**src/rtl/pic_bus_sequencer.sv**
```systemverilog
// Host-side bus master for the PIC: ICW1-ICW4/OCW1 init writes, run-time OCW writes, INTA acknowledge.
// Build option PIC_READBACK_EN adds an RD cycle after OCW1 that checks the mask readback.
module pic_bus_sequencer #(
    parameter int SETUP_CYC = 1,
    parameter int PULSE_CYC = 2,
    parameter int HOLD_CYC  = 1,
    parameter int INTA_GAP  = 2
) (
    input  logic       clk,
    input  logic       reset,
    input  logic       start,
    input  logic [7:0] icw1,
    input  logic [7:0] icw2,
    input  logic [7:0] icw3,
    input  logic [7:0] icw4,
    input  logic [7:0] ocw1,
    input  logic       ocw_req,
    input  logic       ocw_a0,
    input  logic [7:0] ocw_data,
    output logic       ocw_ack,
    input  logic       ack_en,
    input  logic       int_in,
    output logic [7:0] vec,
    output logic       vec_valid,
    output logic       busy,
    output logic       init_done,
    output logic       cfg_err,
    output logic       CS,
    output logic       WR,
    output logic       RD,
    output logic       A0,
    output logic       INTA,
    output logic [7:0] D_out,
    output logic       D_oe,
    input  logic [7:0] D_in,
    output logic [6:0] dbg_state
);
    // ocw_req/ocw_ack: the requester holds ocw_req with stable ocw_a0/ocw_data until ocw_ack
    // pulses for one cycle; a request is only taken when the bus is idle after init.
    typedef enum logic [2:0] {S_IDLE, S_ICW1, S_ICW2, S_ICW3, S_ICW4, S_OCW1, S_READ, S_RUN} init_t;
    typedef enum logic [3:0] {B_IDLE, B_SETUP, B_STROBE, B_HOLD, B_REL,
                              B_INTA1, B_IGAP1, B_INTA2, B_IGAP2} bus_t;

    localparam logic [7:0] SETUP_L = 8'(SETUP_CYC - 1);
    localparam logic [7:0] PULSE_L = 8'(PULSE_CYC - 1);
    localparam logic [7:0] HOLD_L  = 8'(HOLD_CYC - 1);
    localparam logic [7:0] GAP_L   = 8'(INTA_GAP - 1);

    init_t      istate, nxt_istate;
    bus_t       bstate;
    logic [7:0] cnt;
    logic [7:0] icw1_q, icw2_q, icw3_q, icw4_q, ocw1_q;
    logic       cur_ocw, cur_rd;
    logic       nxt_a0, nxt_rd;
    logic [7:0] nxt_data;

    assign dbg_state = {istate, bstate};

    // Next init step after the current write, and the word it puts on the bus.
    always_comb begin
        nxt_istate = S_RUN;
        nxt_a0     = 1'b1;
        nxt_data   = 8'h00;
        nxt_rd     = 1'b0;
        case (istate)
            S_ICW1:  nxt_istate = S_ICW2;
            S_ICW2:  nxt_istate = !icw1_q[1] ? S_ICW3 : (icw1_q[0] ? S_ICW4 : S_OCW1);
            S_ICW3:  nxt_istate = icw1_q[0] ? S_ICW4 : S_OCW1;
            S_ICW4:  nxt_istate = S_OCW1;
`ifdef PIC_READBACK_EN
            S_OCW1:  nxt_istate = S_READ;
`else
            S_OCW1:  nxt_istate = S_RUN;
`endif
            default: nxt_istate = S_RUN;
        endcase
        case (nxt_istate)
            S_ICW2:  nxt_data = icw2_q;
            S_ICW3:  nxt_data = icw3_q;
            S_ICW4:  nxt_data = icw4_q;
            S_OCW1:  nxt_data = ocw1_q;
            S_READ:  nxt_rd   = 1'b1;
            default: nxt_data = 8'h00;
        endcase
    end

    always_ff @(posedge clk) begin
        if (reset) begin
            istate    <= S_IDLE;
            bstate    <= B_IDLE;
            cnt       <= 8'd0;
            icw1_q    <= 8'h00;
            icw2_q    <= 8'h00;
            icw3_q    <= 8'h00;
            icw4_q    <= 8'h00;
            ocw1_q    <= 8'h00;
            cur_ocw   <= 1'b0;
            cur_rd    <= 1'b0;
            CS        <= 1'b1;
            WR        <= 1'b1;
            RD        <= 1'b1;
            A0        <= 1'b0;
            INTA      <= 1'b0;
            D_out     <= 8'h00;
            D_oe      <= 1'b0;
            busy      <= 1'b0;
            init_done <= 1'b0;
            cfg_err   <= 1'b0;
            vec       <= 8'h00;
            vec_valid <= 1'b0;
            ocw_ack   <= 1'b0;
        end else begin
            ocw_ack   <= 1'b0;
            vec_valid <= 1'b0;
            case (bstate)
                B_IDLE: begin
                    if (start) begin
                        icw1_q    <= icw1;
                        icw2_q    <= icw2;
                        icw3_q    <= icw3;
                        icw4_q    <= icw4;
                        ocw1_q    <= ocw1;
                        istate    <= S_ICW1;
                        init_done <= 1'b0;
                        cfg_err   <= 1'b0;
                        bstate    <= B_SETUP;
                        cnt       <= SETUP_L;
                        CS        <= 1'b0;
                        A0        <= 1'b0;
                        D_out     <= icw1 | 8'h10;
                        D_oe      <= 1'b1;
                        busy      <= 1'b1;
                        cur_ocw   <= 1'b0;
                        cur_rd    <= 1'b0;
                    end else if (istate == S_RUN) begin
                        if (ack_en && int_in) begin
                            bstate <= B_INTA1;
                            cnt    <= PULSE_L;
                            INTA   <= 1'b1;
                            busy   <= 1'b1;
                        end else if (ocw_req && !ocw_ack) begin
                            // An ICW1-shaped word would re-init the PIC behind our back.
                            if (!ocw_a0 && ocw_data[4]) begin
                                ocw_ack <= 1'b1;
                                cfg_err <= 1'b1;
                            end else begin
                                bstate  <= B_SETUP;
                                cnt     <= SETUP_L;
                                CS      <= 1'b0;
                                A0      <= ocw_a0;
                                D_out   <= ocw_data;
                                D_oe    <= 1'b1;
                                busy    <= 1'b1;
                                cur_ocw <= 1'b1;
                                cur_rd  <= 1'b0;
                            end
                        end
                    end
                end
                B_SETUP: begin
                    if (cnt == 8'd0) begin
                        bstate <= B_STROBE;
                        cnt    <= PULSE_L;
                        if (cur_rd) RD <= 1'b0;
                        else        WR <= 1'b0;
                    end else begin
                        cnt <= cnt - 8'd1;
                    end
                end
                B_STROBE: begin
                    if (cnt == 8'd0) begin
                        bstate <= B_HOLD;
                        cnt    <= HOLD_L;
                        WR     <= 1'b1;
                        RD     <= 1'b1;
                        if (cur_rd && (D_in != ocw1_q)) cfg_err <= 1'b1;
                    end else begin
                        cnt <= cnt - 8'd1;
                    end
                end
                B_HOLD: begin
                    if (cnt == 8'd0) begin
                        bstate  <= B_REL;
                        CS      <= 1'b1;
                        D_oe    <= 1'b0;
                        ocw_ack <= cur_ocw;
                    end else begin
                        cnt <= cnt - 8'd1;
                    end
                end
                B_REL: begin
                    if (nxt_istate != S_RUN) begin
                        istate <= nxt_istate;
                        bstate <= B_SETUP;
                        cnt    <= SETUP_L;
                        CS     <= 1'b0;
                        A0     <= nxt_a0;
                        D_out  <= nxt_data;
                        D_oe   <= !nxt_rd;
                        cur_rd <= nxt_rd;
                    end else begin
                        istate    <= S_RUN;
                        bstate    <= B_IDLE;
                        busy      <= 1'b0;
                        init_done <= 1'b1;
                        cur_ocw   <= 1'b0;
                        cur_rd    <= 1'b0;
                    end
                end
                B_INTA1: begin
                    if (cnt == 8'd0) begin
                        bstate <= B_IGAP1;
                        cnt    <= GAP_L;
                        INTA   <= 1'b0;
                    end else begin
                        cnt <= cnt - 8'd1;
                    end
                end
                B_IGAP1: begin
                    if (cnt == 8'd0) begin
                        bstate <= B_INTA2;
                        cnt    <= PULSE_L;
                        INTA   <= 1'b1;
                    end else begin
                        cnt <= cnt - 8'd1;
                    end
                end
                B_INTA2: begin
                    if (cnt == 8'd0) begin
                        bstate    <= B_IGAP2;
                        cnt       <= GAP_L;
                        INTA      <= 1'b0;
                        vec       <= D_in;
                        vec_valid <= 1'b1;
                    end else begin
                        cnt <= cnt - 8'd1;
                    end
                end
                B_IGAP2: begin
                    if (cnt == 8'd0) begin
                        bstate <= B_IDLE;
                        busy   <= 1'b0;
                    end else begin
                        cnt <= cnt - 8'd1;
                    end
                end
                default: bstate <= B_IDLE;
            endcase
        end
    end
endmodule

```
**config.mk**
```make
export PLATFORM = sky130hd
export DESIGN_NAME = pic_bus_sequencer
export DESIGN_NICKNAME = d
export VERILOG_FILES = /design/src/rtl/pic_bus_sequencer.sv
export SDC_FILE = /design/constraint.sdc
export NUM_CORES = 1
export LEC_CHECK = 0
export BUFFER_PORTS_ARGS = -buffer_cell sky130_fd_sc_hd__buf_2
export CORE_MARGIN = 4
export CORE_UTILIZATION = 40
export CTS_CLUSTER_SIZE = 12
export DETAILED_ROUTE_END_ITERATION = 10
export SYNTH_ARGS = -nofsm -noshare
export SYNTH_HDL_FRONTEND = slang
export SYNTH_SLANG_ARGS = --single-unit
```
**constraint.sdc**
```tcl
create_clock -name clk -period 5.7 [get_ports clk]
set_input_delay 0.57 -clock clk [delete_from_list [all_inputs] [get_ports clk]]
set_output_delay 0.57 -clock clk [all_outputs]
set_load 0.01 [all_outputs]
```
==> results.sh, run 1 <==
export IMPL_status="finished clean"
export IMPL_preCtsSetupSlack_ns=2.73
export IMPL_drt_wirelength_per_cell_um=14.9
export IMPL_syn_to_final_growth_pct=19.9
export IMPL_power_leakage_uw=0.00188
export IMPL_n_antenna_cell=0
export IMPL_die_y_um=105
export IMPL_first_pass_iters=4
export IMPL_seq_area_frac_synth=0.414
export IMPL_crit_path_cell_trace="nand3_1, nor4b_1, o21ai_1, nor2_1, o311ai_0, a21oi_1"
export IMPL_arrival_ns=3.22
export IMPL_reg2regPathDepth=6
export IMPL_die_x_um=105
export IMPL_r2r_end="D_out[4]"
export IMPL_ys_flop_type="dfxtp_1"
export IMPL_whs_ns=0.435
export IMPL_grt_usage=0.181
export IMPL_cp_num_buf_inv=0
export IMPL_ant_nets=0
export IMPL_cts_resized=0
export IMPL_critical_path_top_delay_family="simple AND/OR/NAND/NOR gates"
export IMPL_first_iter_violations=180
export IMPL_wl_um=9860
export IMPL_grt_pass1_wl_um=16400
export IMPL_min_to="icw3_q[1]"
export IMPL_worst_path_largest_cell_delay_ns=0.83
export IMPL_drive_gt1_frac=0.229
export IMPL_crit_path_max_fanout=17
export IMPL_synth_seq_cells=78
export IMPL_num_rows=35
export IMPL_synthCells=466
export IMPL_synth_edf_count=0
export IMPL_slowest_stage="nor2_1"
export IMPL_clock_sinks=78
export IMPL_vias_per_cell=5.30
export IMPL_start_util=0.410
export IMPL_maxSlewViolCount=0
export IMPL_antenna_found_initial=0
export IMPL_cap_violations=0
export IMPL_cp_required_ns=5.99
export IMPL_finalWorstSetupSlack_ns=2.77
export IMPL_total_power_uw=2270
export IMPL_gr_usage_met2=0.296
export IMPL_worstMarginPinSlew_ns=1.13
export IMPL_syn_avg_cell_area_um2=8.08
export IMPL_cts_buffers=9
export IMPL_insertion_delay_ns=0.36
export IMPL_syn_nets=531
export IMPL_maxSlewHeadroom=0.248
export IMPL_place_detailed_hpwl_um=6910
export IMPL_num_vias=3505
export IMPL_use_met3=0.0439
export IMPL_grt_pass1_vias=3313
export IMPL_end_kind="flop"
export IMPL_start_kind="flop"
export IMPL_finalSetupViolations=0
export IMPL_gr_total_overflow=0
export IMPL_post_cts_buffers=0
export IMPL_path_clk_slew_ns=0.09
export IMPL_r2r_slack_ns=2.77
export IMPL_rsz0062_at_grt="no"
export IMPL_cts_tree="yes"
export IMPL_r2r_start="istate[2]"
export IMPL_fp_dieArea_um2=11000
export IMPL_cts_root_buf="clkbuf_8"
export IMPL_routabilityCongestion=0.842
export IMPL_fin_crit_sh=0.514
export IMPL_nNetsFinal=610
export IMPL_grt_max_degree=73
export IMPL_drt_drc_violations_left=0
export IMPL_holdPathStages=3
export IMPL_fill_cells=943
export IMPL_fin_area_um2=4520
export IMPL_syn_cell_area_um2=3770
export IMPL_synthArstFlopShare=0
export IMPL_cts_path_max_buffers=2
export IMPL_yosysUniqueCellTypes=56
export IMPL_synth_warnings=0
export IMPL_hold_violations=0
export IMPL_dpl_cell_area_um2=4240
export IMPL_core_um2=9200
export IMPL_top_usage_layer="met2"
export IMPL_power_density_nw_per_um2=504
export IMPL_cts_max_level=3
export IMPL_cts_hold_buf=0
export IMPL_irDropWorstVdd_v=0.000172
export IMPL_finalCriticalPeriod_ns=2.93
export IMPL_hp_start="icw3[1]"
export IMPL_hp_class="in -> reg"
export IMPL_grtUsageMet1=0.241
export IMPL_crit_start="istate[2]"
export IMPL_io_buffers=95
export IMPL_setup_tns_final_ns=0
export IMPL_ios=97
export IMPL_skew_ns=0.0129
export IMPL_max_freq_mhz=341
export IMPL_worstSetupPathType="reg -> reg"
placed cells by master, fill, tap and decap left out, drive strengths merged, types with 4 or more instances in the layout:
master  count
bufinv      4
nor2b       5
nand3       5
nand2b      5
buf        98
mux2i      18
o21ai      17
nand2      79
clkbuf     10
a21oi      58
nor2       53
xnor2      16
dfxtp      78
or3         5
a211oi     11
a22oi      16
nor3b       4
nor3       15
inv         6
layer usage:
metal,up-vias,part of all wire,wire (um)
met1,1612,0.46,4550
met2,87,0.48,4760
met4,0,0.010,102
li1,1797,-,-
met3,9,0.046,457
met5,-,0,0
cell type report:
| cell class | count | area (um^2) | area share |
|---|---|---|---|
| clock buffer | 10 | 138 | 0.0305 |
| clock inverter | 6 | 140 | 0.0310 |
| inverter | 4 | 15.0 | 0.00333 |
| multi-input combinational | 354 | 2020 | 0.448 |
| sequential | 78 | 1560 | 0.346 |
| tap | 111 | 139 | 0.0308 |
| timing repair buffer | 98 | 498 | 0.110 |
tightest hold or removal path, cell delays in order:
cell,delay (ns)
buf_2,0.09
nand2_1,0.04
a21oi_1,0.05
cells in the mapped netlist, types with 5 or more instances:
cell	instances	share of area
clkbuf_1	18	0.018
o21ai_0	15	0.020
dfxtp_1	78	0.41
nor2b_1	5	0.0083
xnor2_1	16	0.037
nand2_1	79	0.079
nor2_1	53	0.053
a21oi_1	58	0.077
nand3_1	5	0.0066
a211oi_1	11	0.022
mux2i_1	18	0.048
a22oi_1	16	0.032
nand2b_1	5	0.0083
nor3_1	14	0.019
per-stage QoR:
step	instances	util
CTS	661	0.491
floorplan	466	-
global placement	645	0.461
global route	661	0.491
finish	661	0.491
detailed placement	645	0.461
state kept, by name (all words and copies together), names as in the netlist, 2 cells and up:
register	flops
D_out	8
bstate	4
cnt	8
icw1_q	2
icw2_q	8
icw3_q	8
icw4_q	8
istate	3
ocw1_q	8
vec	8
kinds of logic (layout without fill, tap and decap cells):
| group | after synthesis | in the layout | share of synthesized area |
|---|---|---|---|
| AO/OA/AOI/OAI | 127 | 127 | 0.209 |
| adder cells (fa/ha/maj) | 2 | 2 | 0.00664 |
| XOR/XNOR | 16 | 16 | 0.0372 |
| buffers and inverters | 34 | 118 | 0.0482 |
| flip-flops | 78 | 78 | 0.414 |
| multiplexers | 18 | 18 | 0.0478 |
| AND/OR/NAND/NOR | 191 | 191 | 0.236 |
report_power, final:
group / leakage (uW) / total, uW / internal, uW / switching (uW)
logic: 0.00110 / 898 / 363 / 536
registers: 0.000639 / 804 / 672 / 132
clock network: 0.000139 / 572 / 352 / 220
how the worst max path moves through the flow:
stage          endpoint  slack, ns  cells past startpoint
6_report       D_out[4]       2.77                      6
5_1_grt        D_out[4]       2.37                      6
4_1_cts        D_out[4]       2.71                      6
3_5_place_dp   D_out[4]       2.73                      6
3_3_place_gp   D_out[4]       2.76                      6
2_1_floorplan        CS       3.27                      6
(Power assumes the default switching activity.)
==> inputs of run 2 (changes only) <==
PLACE_DENSITY = 0.66   (was unset)
clock period = 2.5 ns   (was 5.7 ns; I/O delays follow)
==> run 2 against run 1 <==
  * Clock power is 85% higher
  * Flip-flop and latch count stayed put
  * Final cell count is 3.3% higher
  * Design area is 2.7% higher
  * Utilization is 1.3 points higher
  * Sequential share of layout area is 0.90 points lower
  * Via count is 4.7% higher
  * Global-route usage is 0.31 points higher
  * Fmax is 22% higher
  * Largest cell class unchanged
  * Highest routed layer unchanged
==> results.sh, run 2 (same netlist as run 1, synthesis figures left out) <==
export IMPL_num_vias=3668
export IMPL_dp_cells=667
export IMPL_maxSlewViolCount=0
export IMPL_combPwrFrac=0.463
export IMPL_antenna_found_initial=0
export IMPL_status="finished clean"
export IMPL_p_clk_frac=0.205
export IMPL_route_met3_wl_um=579
export IMPL_final_cell_mix="buf_2 (95), nand2_1 (79), dfxtp_1 (77), a21oi_1 (58), nor2_1 (52)"
export IMPL_start_util=0.410
export IMPL_fin_area_um2=4640
export IMPL_crit_path_max_fanout=4
export IMPL_cp_required_ns=2.74
export IMPL_cts_path_max_buffers=2
export IMPL_grt_max_degree=54
export IMPL_end_kind="flop"
export IMPL_seq_power_share=0.332
export IMPL_arrival_ns=2.64
export IMPL_clock_sinks=78
export IMPL_worstMarginPinSlew_ns=0.628
export IMPL_drt_wirelength_per_cell_um=14.9
export IMPL_cts_root_buf="clkbuf_8"
export IMPL_insertion_delay_ns=0.36
export IMPL_area_sequential_um2=1560
export IMPL_r2r_start="cnt[2]"
export IMPL_worst_path_largest_cell_delay_ns=0.55
export IMPL_grt_usage=0.185
export IMPL_vias_per_cell=5.37
export IMPL_cts_tree="yes"
export IMPL_switching_power_uw=2080
export IMPL_ant_nets=0
export IMPL_slowest_stage="or4_4"
export IMPL_dpl_cell_area_um2=4420
export IMPL_cts_hold_buf=0
export IMPL_crit_path_cell_trace="or4_4, or4b_4, nor3_4, a31oi_1, or3_1, a221o_1"
export IMPL_drt_drc_violations_left=0
export IMPL_r2r_slack_ns=0.1
export IMPL_grt_pass1_wl_um=16700
export IMPL_fin_crit_sh=0.961
export IMPL_total_power_uw=5160
export IMPL_die_x_um=105
export IMPL_fp_dieArea_um2=11000
export IMPL_cap_violations=0
export IMPL_wl_um=10200
export IMPL_wl_met1_um=4620
export IMPL_reg2regPathDepth=6
export IMPL_finalWorstSetupSlack_ns=0.0966
export IMPL_routed_wl_met2_um=4830
export IMPL_cts_max_level=3
export IMPL_first_iter_violations=187
export IMPL_max_freq_mhz=416
export IMPL_path_clk_slew_ns=0.09
export IMPL_io_buffers=95
export IMPL_grt_pass1_vias=3418
export IMPL_holdPathStages=3
export IMPL_rsz0062_at_grt="yes"
export IMPL_fill_cells=920
export IMPL_swShare=0.403
export IMPL_endpoint="CS"
export IMPL_ios=97
export IMPL_final_common_cell="buf_2"
export IMPL_power_leakage_uw=0.00197
export IMPL_power_density_nw_per_um2=1110
export IMPL_drive_gt1_frac=0.262
export IMPL_hp_class="in -> reg"
export IMPL_first_pass_iters=4
export IMPL_preCtsSetupSlack_ns=0.0673
export IMPL_p_int_uw=3080
export IMPL_top_layer="met4"
export IMPL_nNetsFinal=632
export IMPL_gr_total_overflow=0
export IMPL_routabilityCongestion=0.859
export IMPL_core_um2=9200
export IMPL_cts_buffers=9
export IMPL_hold_violations=0
export IMPL_maxSlewHeadroom=0.581
export IMPL_crit_start="cnt[2]"
export IMPL_die_y_um=105
export IMPL_start_kind="flop"
export IMPL_multiInputGateArea_um2=2030
export IMPL_finalSetupViolations=0
export IMPL_stdcell_count=683
export IMPL_irDropWorstVdd_v=0.000418
export IMPL_syn_to_final_growth_pct=23.1
export IMPL_worstSetupPathType="reg -> reg"
export IMPL_place_detailed_hpwl_um=7500
export IMPL_skew_ns=0.0100
export IMPL_n_antenna_cell=0
export IMPL_r2r_end="CS"
export IMPL_finalCriticalPeriod_ns=2.40
export IMPL_num_rows=35
-- run 2: cell types whose count changed in the layout (fill, tap and decap cells not counted), sizes merged --
cell	before	now
inv	6	5
buf	98	120
bufinv	4	2
clkbuf	10	9
clkinv	0	4
-- run 2: area by class of cell --
class	instances	share of cell area
Inverter	4	0.00324
Multi-Input combinational cell	354	0.437
Clock inverter	7	0.0208
Tap cell	111	0.0299
Clock buffer	9	0.0267
Timing Repair Buffer	120	0.146
Sequential cell	78	0.337
-- run 2: routing by layer --
layer / vias to the layer above / GRT usage
met5: - / 0
met4: 0 / 0.0628
met3: 11 / 0.0371
met2: 91 / 0.294
met1: 1722 / 0.249
li1: 1844 / -
-- run 2: what timing repair did --
item                                    CTS  global route
endpoints found under the setup margin    0            11
buffers inserted                          0             0
gates resized for setup                   0             2
-- run 2: critical path, delay by kind of cell, from the launching register on --
family             cells  cell delay, ns
DFF                    1            0.34
AOI/OAI and AO/OA      2            0.39
and+or+nand+nor        4            1.56
-- run 2: worst min-delay path by stage --
stage	start	endpoint	slack [ns]
detailed placement	icw4_q[1]	icw4_q[1]	0.45
finish	icw3[2]	icw3_q[2]	0.12
floorplan	icw2[0]	icw2_q[0]	0.39
global placement	icw3_q[1]	icw3_q[1]	0.44
CTS	icw3[2]	icw3_q[2]	0.11
global route	icw4[5]	icw4_q[5]	0.12
-- run 2: through the flow --
stage               hold slack (ns)   util  TNS [ns]
floorplan                     0.386      -         0
global route                  0.120  0.504   -0.0336
global placement              0.443  0.480         0
CTS                           0.107  0.504         0
detailed placement            0.448  0.480         0
finish                        0.115  0.504         0
-- run 2: power by group through the flow --
stage | Combinational, uW | Sequential [uW] | Clock (uW)
after floorplan | 1610 | 1780 | 0
after global placement | 2320 | 1740 | 0
final | 2390 | 1710 | 1060
after CTS | 2390 | 1720 | 1080
after detailed placement | 2380 | 1740 | 0
after global routing | 2690 | 1750 | 1120
==> inputs of run 3 (changes only) <==
CORE_ASPECT_RATIO = 1.2   (was unset)
==> run 3 against run 2 <==
  * Sequential power hardly changed
  * Fmax down 3.2%
  * Via count shrank 2.2%
  * Combinational power down 3%
  * Hold slack got worse by 0.00098 ns
  * Routed wire length fell by 2.0%
  * Clock skew increased by 0.0017 ns
  * Design area down 1.5%
  * Register-to-register slack worse by 0.08 ns
  * Largest power group unchanged
  * Largest cell class unchanged
  * Clock power is 14% lower
==> results.sh, run 3 (same netlist as run 1, synthesis figures left out) <==
export IMPL_fin_util=0.501
export IMPL_cts_buffers=9
export IMPL_finalCriticalPeriod_ns=2.48
export IMPL_drt_wirelength_per_cell_um=14.6
export IMPL_num_rows=38
export IMPL_die_x_um=96.6
export IMPL_preCtsSetupSlack_ns=0.0463
export IMPL_cap_violations=0
export IMPL_grt_max_degree=58
export IMPL_max_freq_mhz=403
export IMPL_path_clk_slew_ns=0.09
export IMPL_fp_dieArea_um2=11000
export IMPL_grt_pass1_vias=3341
export IMPL_gr_total_overflow=0
export IMPL_finalWorstSetupSlack_ns=0.0178
export IMPL_insertion_delay_ns=0.36
export IMPL_core_um2=9130
export IMPL_cts_path_max_buffers=2
export IMPL_fin_crit_sh=0.993
export IMPL_power_density_nw_per_um2=1090
export IMPL_nNetsFinal=624
export IMPL_die_y_um=114
export IMPL_n_antenna_cell=0
export IMPL_skew_ns=0.0117
export IMPL_finalSetupViolations=0
export IMPL_routabilityCongestion=0.876
export IMPL_io_buffers=95
export IMPL_worstMarginPinSlew_ns=0.643
export IMPL_power_leakage_uw=0.00191
export IMPL_start_kind="flop"
export IMPL_hold_violations=0
export IMPL_grt_pass1_wl_um=16000
export IMPL_antenna_found_initial=0
export IMPL_wl_um=9960
export IMPL_crit_path_max_fanout=4
export IMPL_maxSlewViolCount=0
export IMPL_drt_drc_violations_left=0
export IMPL_start_util=0.413
export IMPL_post_cts_buffers=0
export IMPL_cts_root_buf="clkbuf_8"
export IMPL_end_kind="flop"
export IMPL_vias_per_cell=5.24
export IMPL_first_pass_iters=4
export IMPL_cts_max_level=3
export IMPL_rsz0062_at_grt="yes"
export IMPL_final_cell_mix="buf_2 (95), nand2_1 (79), dfxtp_1 (77), a21oi_1 (58), nor2_1 (53)"
export IMPL_cp_required_ns=2.75
export IMPL_maxSlewHeadroom=0.572
export IMPL_drive_gt1_frac=0.254
export IMPL_cts_tree="yes"
export IMPL_final_common_cell="buf_2"
export IMPL_ios=97
export IMPL_arrival_ns=2.73
export IMPL_irDropWorstVdd_v=0.000455
export IMPL_ant_nets=0
export IMPL_worstSetupPathType="reg -> reg"
export IMPL_status="finished clean"
export IMPL_clock_sinks=78
export IMPL_grt_usage=0.184
export IMPL_first_iter_violations=186
export IMPL_num_vias=3586
export IMPL_whs_ns=0.114
export IMPL_place_detailed_hpwl_um=7280
export IMPL_hp_class="in -> reg"
export IMPL_syn_to_final_growth_pct=21.3
[run 3: cell types whose count changed in the layout (fill, tap and decap cells not counted), moves of 2 or more]
cell,delta
buf_4,-8
bufinv_16,-2
clkinv_2,-2
clkinvlp_4,+2
[run 3: worst paths after layout]
path	slack, ns	cells past startpoint	end	start
hold reg to reg	0.46	2	icw3_q[4]	icw3_q[4]
hold / removal	0.11	3	icw3_q[2]	icw3[2]
setup reg to reg	0.02	6	CS	cnt[2]
setup / recovery	0.02	6	CS	cnt[2]
[run 3: critical path: stages (launching register included)]
cell	delay [ns]
dfxtp_2	0.34
or4_4	0.56
or4b_4	0.58
nor3_4	0.14
a31oi_1	0.12
or3_4	0.35
a221o_1	0.29
[run 3: area by class of cell]
class | instances | area (um^2)
clock inverter | 6 | 52.6
timing repair buffer | 112 | 616
multi-input combinational | 354 | 2040
tap | 120 | 150
sequential | 78 | 1560
fill | 931 | 4560
clock buffer | 10 | 138
inverter | 4 | 15.0
[run 3: where the power goes]
group / total, uW / internal [uW] / switching, uW
registers: 1740 / 1530 / 212
logic: 2330 / 961 / 1360
clock network: 911 / 403 / 508
total: 4980 / 2900 / 2080
[run 3: metrics by stage]
| step | area, um^2 | instances | setup TNS, ns | total power, uW |
|---|---|---|---|---|
| after floorplan | 3770 | 466 | 0 | 3390 |
| after global placement | 4370 | 668 | 0 | 4020 |
| after detailed placement | 4370 | 668 | 0 | 4080 |
| after CTS | 4560 | 684 | 0 | 4990 |
| after global routing | 4570 | 684 | -0.0417 | 5380 |
| final | 4570 | 684 | 0 | 4980 |
[run 3: timing repair]
action,CTS,global route
hold buffers,0,0
resized for setup,0,3
setup endpoints to repair,0,2
[run 3: per-layer routing]
layer  routed length, um  vias to the layer above  share of wire  GRT usage
met5                   0                        -              0          0
met1                4170                     1645           0.42      0.230
met3                 486                       14          0.049     0.0342
met2                5150                       96           0.52      0.318
met4                 154                        0          0.015     0.0561
li1                    -                     1831              -          -
